--- src/rtl/nebula_axil_slave_bridge_if.sv ---
// AXI4-Lite slave-side channel bundle (AW, W, B, AR, R) for the register bridge.
interface nebula_axil_slave_bridge_if #(
  parameter int ADDR_W = 32,
  parameter int DATA_W = 32
) ();
  logic              s_awvalid;
  logic              s_awready;
  logic [ADDR_W-1:0] s_awaddr;
  logic              s_wvalid;
  logic              s_wready;
  logic [DATA_W-1:0] s_wdata;
  logic [DATA_W/8-1:0] s_wstrb;
  logic              s_bvalid;
  logic              s_bready;
  logic [1:0]        s_bresp;
  logic              s_arvalid;
  logic              s_arready;
  logic [ADDR_W-1:0] s_araddr;
  logic              s_rvalid;
  logic              s_rready;
  logic [DATA_W-1:0] s_rdata;
  logic [1:0]        s_rresp;

  modport slave (
    input  s_awvalid, s_awaddr, s_wvalid, s_wdata, s_wstrb, s_bready,
    input  s_arvalid, s_araddr, s_rready,
    output s_awready, s_wready, s_bvalid, s_bresp,
    output s_arready, s_rvalid, s_rdata, s_rresp
  );

  modport master (
    output s_awvalid, s_awaddr, s_wvalid, s_wdata, s_wstrb, s_bready,
    output s_arvalid, s_araddr, s_rready,
    input  s_awready, s_wready, s_bvalid, s_bresp,
    input  s_arready, s_rvalid, s_rdata, s_rresp
  );
endinterface

--- src/rtl/nebula_axil_slave_bridge.sv ---
// AXI4-Lite slave front-end: joins AW/W, range-checks, and issues single-cycle
// write/read strobes to a downstream register bank with buffered B/R responses.
//
// state   | meaning
// W_IDLE  | collecting AW and W independently
// W_ISSUE | one cycle: write strobe if address valid, latch response
// W_RESP  | B response presented until s_bready
// R_IDLE  | waiting for AR
// R_ISSUE | one cycle: read strobe if address valid, register read data
// R_RESP  | R response presented until s_rready
module nebula_axil_slave_bridge #(
  parameter int                 ADDR_W    = 32,
  parameter int                 DATA_W    = 32,
  parameter int                 NUM_REGS  = 4,
  parameter logic [ADDR_W-1:0]  BASE_ADDR = '0
) (
  input  logic                  clk,
  input  logic                  rst,
  nebula_axil_slave_bridge_if.slave axi,
  output logic                  reg_wr_valid,
  output logic [ADDR_W-1:0]     reg_wr_addr,
  output logic [DATA_W-1:0]     reg_wr_data,
  output logic [DATA_W/8-1:0]   reg_wr_strb,
  output logic                  reg_rd_valid,
  output logic [ADDR_W-1:0]     reg_rd_addr,
  input  logic [DATA_W-1:0]     reg_rd_data
);

  localparam logic [1:0]      RESP_OKAY   = 2'b00;
  localparam logic [1:0]      RESP_SLVERR = 2'b10;
  // One extra bit so BASE_ADDR + block size cannot wrap.
  localparam logic [ADDR_W:0] BASE_EXT    = {1'b0, BASE_ADDR};
  localparam logic [ADDR_W:0] LIMIT       = BASE_EXT + (ADDR_W+1)'(NUM_REGS * 4);

  function automatic logic in_range(input logic [ADDR_W-1:0] a);
    return ({1'b0, a} >= BASE_EXT) && ({1'b0, a} < LIMIT) && (a[1:0] == 2'b00);
  endfunction

  typedef enum logic [1:0] {W_IDLE, W_ISSUE, W_RESP} w_state_t;
  typedef enum logic [1:0] {R_IDLE, R_ISSUE, R_RESP} r_state_t;

  w_state_t   w_state, w_next;
  r_state_t   r_state, r_next;
  logic       aw_held, w_held;
  logic       aw_hs, w_hs, ar_hs;
  logic       wr_ok, rd_ok;
  logic [1:0] bresp_q, rresp_q;
  logic [DATA_W-1:0] rdata_q;

  assign aw_hs = axi.s_awvalid && axi.s_awready;
  assign w_hs  = axi.s_wvalid  && axi.s_wready;
  assign ar_hs = axi.s_arvalid && axi.s_arready;
  assign wr_ok = in_range(reg_wr_addr);
  assign rd_ok = in_range(reg_rd_addr);

  always_ff @(posedge clk) begin
    if (rst) begin
      w_state <= W_IDLE;
      r_state <= R_IDLE;
    end else begin
      w_state <= w_next;
      r_state <= r_next;
    end
  end

  always_comb begin
    w_next = w_state;
    case (w_state)
      W_IDLE:  if ((aw_held || aw_hs) && (w_held || w_hs)) w_next = W_ISSUE;
      W_ISSUE: w_next = W_RESP;
      W_RESP:  if (axi.s_bready) w_next = W_IDLE;
      default: w_next = W_IDLE;
    endcase
  end

  always_comb begin
    r_next = r_state;
    case (r_state)
      R_IDLE:  if (ar_hs) r_next = R_ISSUE;
      R_ISSUE: r_next = R_RESP;
      R_RESP:  if (axi.s_rready) r_next = R_IDLE;
      default: r_next = R_IDLE;
    endcase
  end

  // Strobes are masked by rst so a reset landing on the issue cycle emits nothing.
  always_comb begin
    axi.s_awready = (w_state == W_IDLE) && !aw_held;
    axi.s_wready  = (w_state == W_IDLE) && !w_held;
    axi.s_bvalid  = (w_state == W_RESP);
    axi.s_bresp   = bresp_q;
    reg_wr_valid  = (w_state == W_ISSUE) && wr_ok && !rst;
    axi.s_arready = (r_state == R_IDLE);
    axi.s_rvalid  = (r_state == R_RESP);
    axi.s_rdata   = rdata_q;
    axi.s_rresp   = rresp_q;
    reg_rd_valid  = (r_state == R_ISSUE) && rd_ok && !rst;
  end

  always_ff @(posedge clk) begin
    if (rst) begin
      aw_held     <= 1'b0;
      w_held      <= 1'b0;
      reg_wr_addr <= '0;
      reg_wr_data <= '0;
      reg_wr_strb <= '0;
      bresp_q     <= RESP_OKAY;
      reg_rd_addr <= '0;
      rdata_q     <= '0;
      rresp_q     <= RESP_OKAY;
    end else begin
      if (aw_hs) begin
        reg_wr_addr <= axi.s_awaddr;
        aw_held     <= 1'b1;
      end
      if (w_hs) begin
        reg_wr_data <= axi.s_wdata;
        reg_wr_strb <= axi.s_wstrb;
        w_held      <= 1'b1;
      end
      if (w_state == W_ISSUE) bresp_q <= wr_ok ? RESP_OKAY : RESP_SLVERR;
      if (w_state == W_RESP && axi.s_bready) begin
        aw_held <= 1'b0;
        w_held  <= 1'b0;
      end
      if (ar_hs) reg_rd_addr <= axi.s_araddr;
      if (r_state == R_ISSUE) begin
        rdata_q <= rd_ok ? reg_rd_data : '0;
        rresp_q <= rd_ok ? RESP_OKAY : RESP_SLVERR;
      end
    end
  end

endmodule

--- src/flat_wrapper.sv ---
// flat-port wrapper written by rule: the top's interface ports become plain ports
module nebula_axil_slave_bridge_flat 
#(
  parameter int                 ADDR_W    = 32,
  parameter int                 DATA_W    = 32,
  parameter int                 NUM_REGS  = 4,
  parameter logic [ADDR_W-1:0]  BASE_ADDR = '0
)
  (clk, rst, reg_wr_valid, reg_wr_addr, reg_wr_data, reg_wr_strb, reg_rd_valid, reg_rd_addr, reg_rd_data, axi_s_awvalid, axi_s_awaddr, axi_s_wvalid, axi_s_wdata, axi_s_wstrb, axi_s_bready, axi_s_arvalid, axi_s_araddr, axi_s_rready, axi_s_awready, axi_s_wready, axi_s_bvalid, axi_s_bresp, axi_s_arready, axi_s_rvalid, axi_s_rdata, axi_s_rresp);
  nebula_axil_slave_bridge_if #(.ADDR_W(ADDR_W), .DATA_W(DATA_W)) axi_i ();
  input  logic clk;
  input  logic rst;
  output logic reg_wr_valid;
  output logic [ADDR_W-1:0] reg_wr_addr;
  output logic [DATA_W-1:0] reg_wr_data;
  output logic [DATA_W/8-1:0] reg_wr_strb;
  output logic reg_rd_valid;
  output logic [ADDR_W-1:0] reg_rd_addr;
  input  logic [DATA_W-1:0] reg_rd_data;
  input wire logic [$bits(axi_i.s_awvalid)-1:0] axi_s_awvalid;
  input wire logic [$bits(axi_i.s_awaddr)-1:0] axi_s_awaddr;
  input wire logic [$bits(axi_i.s_wvalid)-1:0] axi_s_wvalid;
  input wire logic [$bits(axi_i.s_wdata)-1:0] axi_s_wdata;
  input wire logic [$bits(axi_i.s_wstrb)-1:0] axi_s_wstrb;
  input wire logic [$bits(axi_i.s_bready)-1:0] axi_s_bready;
  input wire logic [$bits(axi_i.s_arvalid)-1:0] axi_s_arvalid;
  input wire logic [$bits(axi_i.s_araddr)-1:0] axi_s_araddr;
  input wire logic [$bits(axi_i.s_rready)-1:0] axi_s_rready;
  output wire logic [$bits(axi_i.s_awready)-1:0] axi_s_awready;
  output wire logic [$bits(axi_i.s_wready)-1:0] axi_s_wready;
  output wire logic [$bits(axi_i.s_bvalid)-1:0] axi_s_bvalid;
  output wire logic [$bits(axi_i.s_bresp)-1:0] axi_s_bresp;
  output wire logic [$bits(axi_i.s_arready)-1:0] axi_s_arready;
  output wire logic [$bits(axi_i.s_rvalid)-1:0] axi_s_rvalid;
  output wire logic [$bits(axi_i.s_rdata)-1:0] axi_s_rdata;
  output wire logic [$bits(axi_i.s_rresp)-1:0] axi_s_rresp;
  assign axi_i.s_awvalid = axi_s_awvalid;
  assign axi_i.s_awaddr = axi_s_awaddr;
  assign axi_i.s_wvalid = axi_s_wvalid;
  assign axi_i.s_wdata = axi_s_wdata;
  assign axi_i.s_wstrb = axi_s_wstrb;
  assign axi_i.s_bready = axi_s_bready;
  assign axi_i.s_arvalid = axi_s_arvalid;
  assign axi_i.s_araddr = axi_s_araddr;
  assign axi_i.s_rready = axi_s_rready;
  assign axi_s_awready = axi_i.s_awready;
  assign axi_s_wready = axi_i.s_wready;
  assign axi_s_bvalid = axi_i.s_bvalid;
  assign axi_s_bresp = axi_i.s_bresp;
  assign axi_s_arready = axi_i.s_arready;
  assign axi_s_rvalid = axi_i.s_rvalid;
  assign axi_s_rdata = axi_i.s_rdata;
  assign axi_s_rresp = axi_i.s_rresp;
  nebula_axil_slave_bridge #(.ADDR_W(ADDR_W), .DATA_W(DATA_W), .NUM_REGS(NUM_REGS), .BASE_ADDR(BASE_ADDR)) u_core (.clk(clk), .rst(rst), .axi(axi_i), .reg_wr_valid(reg_wr_valid), .reg_wr_addr(reg_wr_addr), .reg_wr_data(reg_wr_data), .reg_wr_strb(reg_wr_strb), .reg_rd_valid(reg_rd_valid), .reg_rd_addr(reg_rd_addr), .reg_rd_data(reg_rd_data));
endmodule
--- config.mk ---
export PLATFORM = sky130hd
export DESIGN_NAME = nebula_axil_slave_bridge_flat
export DESIGN_NICKNAME = d
export VERILOG_FILES = /design/src/rtl/nebula_axil_slave_bridge_if.sv /design/src/rtl/nebula_axil_slave_bridge.sv /design/src/flat_wrapper.sv
export SDC_FILE = /design/constraint.sdc
export NUM_CORES = 1
export LEC_CHECK = 0
export CAP_MARGIN = 15
export CORE_ASPECT_RATIO = 0.5
export CORE_UTILIZATION = 36
export CTS_BUF_LIST = sky130_fd_sc_hd__clkbuf_16
export CTS_CLUSTER_DIAMETER = 200
export DETAILED_ROUTE_END_ITERATION = 10
export PLACE_DENSITY = 0.77
export RECOVER_POWER = 50
export SYNTH_ARGS = -nofsm -noshare
export SYNTH_HDL_FRONTEND = slang
export SYNTH_SLANG_ARGS = --single-unit
--- constraint.sdc ---
create_clock -name clk -period 1.55 [get_ports clk]
set_input_delay 0.3875 -clock clk [delete_from_list [all_inputs] [get_ports clk]]
set_output_delay 0.3875 -clock clk [all_outputs]
set_load 0.02 [all_outputs]
==> impl_metrics.env, run 1 <==
export IMPL_outcome="finished with violations"
export IMPL_violations="setup timing"
export IMPL_setup_viol=139
export IMPL_reg2reg_depth=9
export IMPL_vias=5721
export IMPL_die_y_um=89.4
export IMPL_syn2layout_area_growth_pct=82.9
export IMPL_r2r_start="u_core.reg_rd_addr[31]$_SDFFE_PP0P_"
export IMPL_die_area_mm2=0.0158
export IMPL_ctsHoldBuffers=0
export IMPL_cts_tree="yes"
export IMPL_core_rowCount=31
export IMPL_cp_required_ns=1.16
export IMPL_io_pins=282
export IMPL_cp_start_kind="flip-flop"
export IMPL_netlist_top_cells_count="nand2_1 (168), dfxtp_1 (140), a21oi_1 (72), nor2_1 (36)"
export IMPL_pre_cts_ws_ns=-0.520
export IMPL_ys_flop_type="dfxtp_1"
export IMPL_final_setup_skew_ns=0.00986
export IMPL_drt_wirelength_per_cell_um=16.7
export IMPL_cts_num_sinks=140
export IMPL_overflow=0
export IMPL_maxClockFrequency_mhz=496
export IMPL_antenna_cells=0
export IMPL_reg2reg_slack_ns=-0.34
export IMPL_crit_family="simple AND/OR/NAND/NOR gates"
export IMPL_worstPathCellList="nor4b_2, nand4_2, nor3_4, buf_6"
export IMPL_endpoint_kind="output port"
export IMPL_port_buffers=279
export IMPL_regArea_mm2=0.00285
export IMPL_yosysWarnings=0
export IMPL_arrival_ns=1.63
export IMPL_routabilityCongestion=0.836
export IMPL_wl_um=19500
export IMPL_synth_seq_area_share_pct=51.0
export IMPL_final_hold_violation_count=0
export IMPL_grt_max_degree=51
export IMPL_period_needed_ns=2.01
export IMPL_postSynthAreaPerCell_um2=9.04
export IMPL_multi_input_area_mm2=0.00280
export IMPL_grtUsageTotal_pct=23.6
export IMPL_ys_ff_latch=140
export IMPL_setup_worst_path_class="reg -> out"
export IMPL_cpPeakStageDelay_ns=0.33
export IMPL_final_nets=1095
export IMPL_crit_buf_inv=1
export IMPL_worst_pin_slew_ns=0.843
export IMPL_drive_gt1_share_pct=30.3
export IMPL_path_max_fanout=2
export IMPL_clkLatencyLatePin_ns=0.41
export IMPL_drc=0
export IMPL_fill_cells=1120
export IMPL_cts_buffer_depth=2
export IMPL_cts_buffers_inserted=17
export IMPL_cp_startpoint="u_core.r_state[1]$_SDFFE_PP0P_"
export IMPL_synth_top_area_share_pct=51.0
export IMPL_htree_levels=4
export IMPL_relSlewSlack_pct=43.8
export IMPL_antenna_found_initial=0
export IMPL_grt_pass1_vias=5619
export IMPL_synth_cell_types=32
export IMPL_cts_root_buffer="clkbuf_16"
export IMPL_finalMaxSlewViolations=0
export IMPL_rsz0062_at_grt="yes"
export IMPL_power_density_mw_per_mm2=1070
export IMPL_hp_class="in -> reg"
export IMPL_async_reset_ff_share_pct=0
export IMPL_netlist_instances=608
export IMPL_synth_area_mm2=0.00549
export IMPL_peakVddDrop_v=0.000750
export IMPL_ant_nets=0
export IMPL_dpl_hpwl_um=13200
export IMPL_slowest_stage="dfxtp_2"
export IMPL_first_iter_violations=278
export IMPL_synth_area_leaders="dfxtp_1 (51%), nand2_1 (11%), a21oi_1 (6.6%), o31ai_2 (6.4%), mux2i_1 (5.8%)"
export IMPL_min_path_cells=3
export IMPL_maxCapViolCount=0
export IMPL_synth_most_common_cell="nand2_1"
export IMPL_synth_top_area_cell="dfxtp_1"
export IMPL_die_x_um=177
export IMPL_r2r_end="u_core.axi.s_rdata[26]$_SDFFE_PP0N_"
export IMPL_hold_slack_ns=0.445
export IMPL_p_leak_nw=4.33
export IMPL_drt_pre_antenna_iters=4
export IMPL_core_area_mm2=0.0147
export IMPL_viasPerCell=4.90
export IMPL_grt_pass1_wl_um=28700
export IMPL_crit_cells=4
export IMPL_cp_endpoint="reg_rd_valid"
export IMPL_post_route_period_util_pct=130
export IMPL_initial_core_util_pct=37.5
export IMPL_fin_ws_ns=-0.464
export IMPL_clk_pin_slew_ns=0.06
export IMPL_synth_enable_flop_cells=0
where the power goes:
| group | switching (mW) | internal (mW) |
|---|---|---|
| sequential | 0.152 | 3.83 |
| combinational | 1.24 | 1.21 |
| clock | 1.54 | 2.83 |
| total | 2.93 | 7.87 |
stage by stage:
stage / TNS (ns) / cell area (um^2) / instances / utilization (%) / total power, mW
final: -21.73 / 10000 / 1167 / 68.5 / 10.8
after global routing: -31.43 / 10000 / 1167 / 68.5 / 11.2
after CTS: -12.11 / 10100 / 1166 / 68.7 / 10.8
after detailed placement: -30.00 / 8980 / 1119 / 61.2 / 6.28
after global placement: -28.30 / 8980 / 1119 / 61.2 / 6.24
after floorplan: -0.162 / 5590 / 609 / - / 5.13
per-layer routing:
| metal | part of all wire [%] | global-route usage, % |
|---|---|---|
| met5 | 0 | 0 |
| met3 | 3.7 | 4.51 |
| met1 | 41 | 27.0 |
| met4 | 3.8 | 11.6 |
| met2 | 52 | 43.4 |
cell type report:
class	count	share of cell area [%]
Clock buffer	17	4.23
Inverter	3	0.112
Multi-Input combinational cell	415	27.9
Tap cell	198	2.47
Clock inverter	15	2.05
Sequential cell	140	28.3
Timing Repair Buffer	379	34.9
cells in the final DEF, fill, tap and decap left out, types with 3 or more instances in the layout:
cell             instances
clkdlybuf4s50_1        137
nor4_4                   7
dlygate4sd2_1           71
clkbuf_4                 4
clkbuf_1                 5
inv_1                    5
buf_4                   74
o31ai_4                 25
o21a_1                   3
nand2_1                157
bufinv_16                5
buf_16                   5
clkdlybuf4s15_2         18
nor2_1                  35
o31ai_2                  6
nor4_2                   6
mux2i_1                 32
dfxtp_2                 28
clkbuf_16               17
nand3_1                 32
dfxtp_1                110
buf_12                   8
nand2_2                 10
a21oi_2                  3
a21oi_1                 69
nor3_2                   3
buf_6                   15
clkbuf_2                35
clkdlybuf4s15_1          4
worst min-delay path, cell delays in order:
cell     delay (ns)
buf_4          0.16
buf_4          0.21
a21oi_1        0.05
worst min path at each step:
stage	start	to	slack [ns]
6_report	rst	u_core.reg_wr_data[23]$_SDFFE_PP0P_	0.45
5_1_grt	rst	u_core.reg_wr_data[8]$_SDFFE_PP0P_	0.45
4_1_cts	rst	u_core.reg_wr_data[12]$_SDFFE_PP0P_	0.44
3_5_place_dp	u_core.reg_wr_addr[2]$_SDFFE_PP0P_	u_core.reg_wr_addr[2]$_SDFFE_PP0P_	0.45
3_3_place_gp	u_core.reg_wr_strb[3]$_SDFFE_PP0P_	u_core.reg_wr_strb[3]$_SDFFE_PP0P_	0.44
2_1_floorplan	axi_s_awaddr[10]	u_core.reg_wr_addr[10]$_SDFFE_PP0P_	0.52
kinds of logic after synthesis:
group	count (synthesis)	share of synthesized area, %
AND/OR/NAND/NOR	272	22.1
flip-flops	140	51.0
AO/OA/AOI/OAI	109	14.2
buffers and inverters	54	6.76
multiplexers	32	5.83
other	1	0.0683
sequential cells by signal (all words and copies together) (netlist names), 2 cells and up:
signal              count
u_core.reg_rd_addr     32
u_core.axi.s_rdata     32
u_core.reg_wr_strb      4
u_core.reg_wr_addr     32
u_core.reg_wr_data     32
u_core.r_state          2
u_core.w_state          2
timing repair:
action | 4_1_cts | 5_1_grt
resized for setup | 351 | 101
endpoints found under the setup margin | 176 | 153
pin swaps | 54 | 6
buffers inserted | 10 | 5
cloned | 6 | 1
Power figures use the tool's default switching activity.
==> inputs of run 2 (changes only) <==
Settings changed: CORE_AREA set to 2 2 109 111, CORE_ASPECT_RATIO 0.5 to not set, CORE_UTILIZATION 36 to not set, DIE_AREA set to 0 0 111 113, DONT_BUFFER_PORTS set to 1, PLACE_DENSITY 0.77 to 0.66.
==> run 2 against run 1 <==
- the run still ends with setup timing left
- count of clock-buffer cells in the layout unchanged
- utilization fell by 5.0 points
- sequential power increased by 3%
- non-clock buffer count shrank 278
- combinational power decreased by 36%
- setup slack gained 0.0091 ns
- clock skew down 0.0029 ns
- critical path type unchanged
- highest routed layer unchanged
==> impl_metrics.env, run 2 (synthesized netlist as in run 1, its figures left out) <==
export IMPL_outcome="finished with violations"
export IMPL_violations="setup timing"
export IMPL_multi_input_area_mm2=0.00279
export IMPL_p_leak_nw=2.74
export IMPL_syn2layout_area_growth_pct=30.3
export IMPL_regArea_mm2=0.00283
export IMPL_arrival_ns=1.62
export IMPL_die_area_mm2=0.0125
export IMPL_reg2reg_slack_ns=-0.19
export IMPL_drc=0
export IMPL_grt_pass1_wl_um=21900
export IMPL_viasPerCell=5.54
export IMPL_final_cell_mix="nand2_1 (139), dfxtp_1 (124), buf_4 (44)"
export IMPL_post_route_period_util_pct=129
export IMPL_routabilityCongestion=0.770
export IMPL_cts_buffers_inserted=17
export IMPL_rsz0062_at_grt="yes"
export IMPL_port_buffers=0
export IMPL_cts_num_sinks=140
export IMPL_antenna_found_initial=0
export IMPL_cts_root_buffer="clkbuf_16"
export IMPL_cts_tree="yes"
export IMPL_die_y_um=113
export IMPL_io_pins=282
export IMPL_final_common_cell="nand2_1"
export IMPL_cp_start_kind="flip-flop"
export IMPL_setup_worst_path_class="reg -> out"
export IMPL_r2r_end="u_core.reg_wr_addr[0]$_SDFFE_PP0P_"
export IMPL_min_path_cells=1
export IMPL_pwr_share_comb_pct=17.1
export IMPL_endpoint_kind="output port"
export IMPL_final_nets=817
export IMPL_peakVddDrop_v=0.000952
export IMPL_cts_buffer_depth=2
export IMPL_slowest_stage="dfxtp_1"
export IMPL_setup_viol=108
export IMPL_power_switching_mw=2.62
export IMPL_drt_wirelength_per_cell_um=18.4
export IMPL_worstPathCellList="nor4b_4, nand4_2, nor3_4, buf_6"
export IMPL_hold_slack_ns=0.0383
export IMPL_core_rowCount=39
export IMPL_die_x_um=111
export IMPL_clkLatencyLatePin_ns=0.41
export IMPL_crit_buf_inv=1
export IMPL_final_setup_skew_ns=0.00695
export IMPL_reg2reg_depth=7
export IMPL_p_sw_share_pct=28.2
export IMPL_r2r_start="u_core.w_state[0]$_SDFFE_PP0P_"
export IMPL_fin_ws_ns=-0.455
export IMPL_wl_um=15300
export IMPL_min_to="u_core.reg_wr_data[2]$_SDFFE_PP0P_"
export IMPL_clk_pin_slew_ns=0.05
export IMPL_pre_cts_ws_ns=-0.0675
export IMPL_initial_core_util_pct=48.7
export IMPL_core_area_mm2=0.0113
export IMPL_seqPwrFrac_pct=44.4
export IMPL_worst_pin_slew_ns=0.593
export IMPL_hold_start="rst"
export IMPL_drt_pre_antenna_iters=4
export IMPL_maxCapViolCount=0
export IMPL_stdcell_count=834
export IMPL_ant_nets=0
export IMPL_finalMaxSlewViolations=0
export IMPL_antenna_cells=0
export IMPL_cp_required_ns=1.16
export IMPL_dp_cells=788
export IMPL_clkPwrFrac_pct=38.5
export IMPL_final_hold_violation_count=0
export IMPL_vias=4619
export IMPL_grt_max_degree=109
export IMPL_drive_gt1_share_pct=35.2
export IMPL_dpl_hpwl_um=9960
export IMPL_htree_levels=4
export IMPL_cpPeakStageDelay_ns=0.34
export IMPL_relSlewSlack_pct=60.4
export IMPL_power_density_mw_per_mm2=1290
export IMPL_p_int_mw=6.65
export IMPL_power_mw=9.26
export IMPL_path_max_fanout=2
export IMPL_maxClockFrequency_mhz=499
export IMPL_fill_cells=945
export IMPL_crit_family="simple AND/OR/NAND/NOR gates"
export IMPL_ctsHoldBuffers=0
export IMPL_first_iter_violations=242
export IMPL_grt_pass1_vias=4447
export IMPL_overflow=0
export IMPL_period_needed_ns=2.01
export IMPL_hp_class="in -> reg"
export IMPL_grtUsageTotal_pct=21.7
[run 2: how the worst max path moves through the flow]
stage,cells after the start,startpoint,slack (ns),endpoint
after CTS,4,u_core.reg_rd_addr[22]$_SDFFE_PP0P_,-0.47,reg_rd_valid
after detailed placement,4,u_core.reg_wr_addr[26]$_SDFFE_PP0P_,-0.07,reg_wr_valid
final,4,u_core.r_state[1]$_SDFFE_PP0P_,-0.46,reg_rd_valid
after global placement,4,u_core.reg_wr_addr[26]$_SDFFE_PP0P_,-0.03,reg_wr_valid
after global routing,4,u_core.w_state[1]$_SDFFE_PP0P_,-0.55,reg_wr_valid
after floorplan,4,u_core.reg_rd_addr[25]$_SDFFE_PP0P_,-0.16,reg_rd_valid
[run 2: layout make-up]
| cell class | count | area share (%) |
|---|---|---|
| inverters | 3 | 0.157 |
| well taps | 143 | 2.50 |
| clock inverters | 15 | 1.31 |
| clock buffers | 17 | 5.94 |
| flip-flops and latches | 140 | 39.5 |
| repair buffers | 101 | 11.7 |
| multi-input cells | 415 | 38.9 |
[run 2: power by group through the flow]
stage	Combinational (mW)	Sequential, mW	Clock, mW
2_1_floorplan	0.831	4.30	0
3_3_place_gp	1.27	4.15	0
3_5_place_dp	1.30	4.16	0
4_1_cts	1.36	4.09	3.62
5_1_grt	1.71	4.13	3.79
6_report	1.58	4.11	3.57
[run 2: worst reg2reg max path, stage by stage (launching register included)]
cell and delay (ns):
dfxtp_2 0.32, clkbuf_1 0.25, clkbuf_1 0.22, nor4b_4 0.36, buf_6 0.19, clkbuf_16 0.15, nand2_2 0.05, a21oi_2 0.13
[run 2: per-layer routing]
layer / share of wire [%] / track usage [%] / vias up / wire length, um
met3: 8.9 / 9.27 / 30 / 1370
met4: 2.3 / 9.75 / 0 / 351
met2: 51 / 37.8 / 201 / 7740
met1: 38 / 23.0 / 2190 / 5850
met5: 0 / 0 / - / 0
li1: - / - / 2198 / -
[run 2: per-stage QoR]
stage | TNS (ns) | util [%] | instance area (um^2)
after floorplan | -0.162 | - | 5590
after global placement | -0.0254 | 54.3 | 6120
after detailed placement | -0.245 | 54.3 | 6120
after CTS | -1.28 | 60.1 | 6780
after global routing | -20.54 | 63.5 | 7160
final | -10.02 | 63.5 | 7160
[run 2: timing repair]
| action | in CTS | in global routing |
|---|---|---|
| pin swaps | 8 | 19 |
| setup endpoints to repair | 39 | 95 |
| cloned | 0 | 8 |
| setup buffers | 4 | 5 |
| gates resized for setup | 29 | 103 |
| endpoints found under the hold margin | 0 | 0 |
==> inputs of run 3 (changes only) <==
Settings changed: CAP_MARGIN 15 to not set, REMOVE_ABC_BUFFERS set to 1.
==> run 3 against run 2 <==
- the flow still finishes with violations (setup timing)
- utilization up 1.1 points
- fmax fell by 2.1%
- critical endpoint unchanged
- highest routed layer unchanged
- first-iteration DRC count rose by 28%
- flip-flop and latch count unchanged
- count of clock-buffer cells in the layout stayed put
- register-to-register slack lost 0.04 ns
- critical path depth grew 1
- final area is 1.8% higher
- cell count is 1.1% higher
- largest power group unchanged
==> impl_metrics.env, run 3 (synthesized netlist as in run 1, its figures left out) <==
export IMPL_grtUsageTotal_pct=22.8
export IMPL_final_common_cell="nand2_1"
export IMPL_multi_input_area_mm2=0.00279
export IMPL_slowest_stage="dfxtp_1"
export IMPL_final_nets=827
export IMPL_die_y_um=113
export IMPL_setup_worst_path_class="reg -> out"
export IMPL_fin_area_mm2=0.00729
export IMPL_dp_cells=789
export IMPL_dpl_hpwl_um=10200
export IMPL_drc=0
export IMPL_violations="setup timing"
export IMPL_ant_nets=0
export IMPL_cp_start_kind="flip-flop"
export IMPL_power_switching_mw=2.65
export IMPL_die_x_um=111
export IMPL_maxClockFrequency_mhz=489
export IMPL_wl_um=16200
export IMPL_p_sw_share_pct=27.9
export IMPL_core_rowCount=39
export IMPL_vias=4700
export IMPL_drt_pre_antenna_iters=5
export IMPL_first_iter_violations=309
export IMPL_initial_core_util_pct=48.7
export IMPL_fin_ws_ns=-0.497
export IMPL_overflow=0
export IMPL_p_leak_nw=2.94
export IMPL_viasPerCell=5.58
export IMPL_rsz0062_at_grt="yes"
export IMPL_endpoint_kind="output port"
export IMPL_final_hold_violation_count=0
export IMPL_cts_num_sinks=140
export IMPL_clkPwrFrac_pct=39.4
export IMPL_grt_pass1_wl_um=22700
export IMPL_clk_pin_slew_ns=0.05
export IMPL_final_setup_skew_ns=0.00545
export IMPL_worstPathCellList="nor4_4, buf_4, nand4_4, nor3_4, buf_6"
export IMPL_drive_gt1_share_pct=34.1
export IMPL_antenna_cells=0
export IMPL_fin_setup_tns_ns=-8.60
export IMPL_post_route_period_util_pct=132
export IMPL_grt_max_degree=109
export IMPL_power_mw=9.50
export IMPL_regArea_mm2=0.00281
export IMPL_power_density_mw_per_mm2=1300
export IMPL_outcome="finished with violations"
export IMPL_grt_pass1_vias=4519
export IMPL_final_cell_mix="nand2_1 (150), dfxtp_1 (132), buf_4 (77)"
export IMPL_stdcell_count=843
export IMPL_fill_cells=882
export IMPL_cts_tree="yes"
export IMPL_pwr_share_comb_pct=17.3
export IMPL_cts_root_buffer="clkbuf_16"
export IMPL_path_max_fanout=2
export IMPL_antenna_found_initial=0
export IMPL_seqPwrFrac_pct=43.4
export IMPL_syn2layout_area_growth_pct=32.6
export IMPL_cpPeakStageDelay_ns=0.35
export IMPL_htree_levels=4
export IMPL_period_needed_ns=2.05
export IMPL_maxCapViolCount=0
export IMPL_cts_buffer_depth=2
export IMPL_die_area_mm2=0.0125
export IMPL_p_int_mw=6.85
export IMPL_place_area_mm2=0.00603
export IMPL_core_area_mm2=0.0113
export IMPL_io_pins=282
export IMPL_peakVddDrop_v=0.000973
export IMPL_clkLatencyLatePin_ns=0.41
export IMPL_fin_util_pct=64.6
export IMPL_finalMaxSlewViolations=0
export IMPL_drt_wirelength_per_cell_um=19.2
export IMPL_cp_required_ns=1.16
export IMPL_setup_viol=99
export IMPL_port_buffers=0
export IMPL_arrival_ns=1.66
export IMPL_hp_class="in -> reg"
export IMPL_routabilityCongestion=0.832
export IMPL_cts_buffers_inserted=17
run 3: final cells by class:
cell class / instances / share of cell area (%)
Clock buffer: 17 / 5.84
Inverter: 3 / 0.155
Sequential cell: 140 / 38.6
Clock inverter: 14 / 1.55
Tap cell: 143 / 2.46
Timing Repair Buffer: 110 / 13.1
Multi-Input combinational cell: 416 / 38.3
run 3: through the flow:
stage / worst slack (ns) / hold WS (ns)
finish: -0.497 / 0.0460
floorplan: -2.74 / 0.457
CTS: -0.500 / 0.0313
global route: -0.582 / 0.0264
detailed placement: -0.232 / 0.471
global placement: -0.250 / 0.474
run 3: critical path: cells and delay by family, from the launching register on:
family | cells | cell delay, ns
buffers and inverters | 2 | 0.31
flip-flops | 1 | 0.35
AND/OR/NAND/NOR | 3 | 0.59
run 3: timing repair:
action                                 4_1_cts  5_1_grt
endpoints found under the hold margin        0        0
hold buffers                                 0        0
buffers inserted                             2       14
pin swaps                                    6       44
gates cloned                                 0        8
setup endpoints to repair                   40       69
gates resized for setup                     40       97
run 3: power by group through the flow:
stage	Clock [mW]	Combinational, mW	Sequential (mW)
3_5_place_dp	0	1.29	4.14
4_1_cts	3.80	1.37	4.10
3_3_place_gp	0	1.26	4.13
6_report	3.74	1.64	4.12
2_1_floorplan	0	0.631	4.29
5_1_grt	3.95	1.77	4.14
run 3: routing by layer:
layer | GRT usage [%] | part of all wire (%) | up-vias
met5 | 0 | 0 | -
met4 | 8.83 | 2.3 | 0
met3 | 9.64 | 9.7 | 28
met2 | 40.4 | 52 | 243
met1 | 24.0 | 36 | 2204
li1 | - | - | 2225
run 3: worst paths after layout:
kind	startpoint	endpoint	slack, ns	depth (start not counted)
setup / recovery	u_core.reg_rd_addr[0]$_SDFFE_PP0P_	reg_rd_valid	-0.50	5
hold / removal	rst	u_core.reg_rd_addr[13]$_SDFFE_PP0P_	0.05	1
hold reg to reg	u_core.reg_wr_data[2]$_SDFFE_PP0P_	u_core.reg_wr_data[2]$_SDFFE_PP0P_	0.56	2
setup reg to reg	u_core.w_state[1]$_SDFFE_PP0P_	u_core.reg_wr_data[8]$_SDFFE_PP0P_	-0.23	8
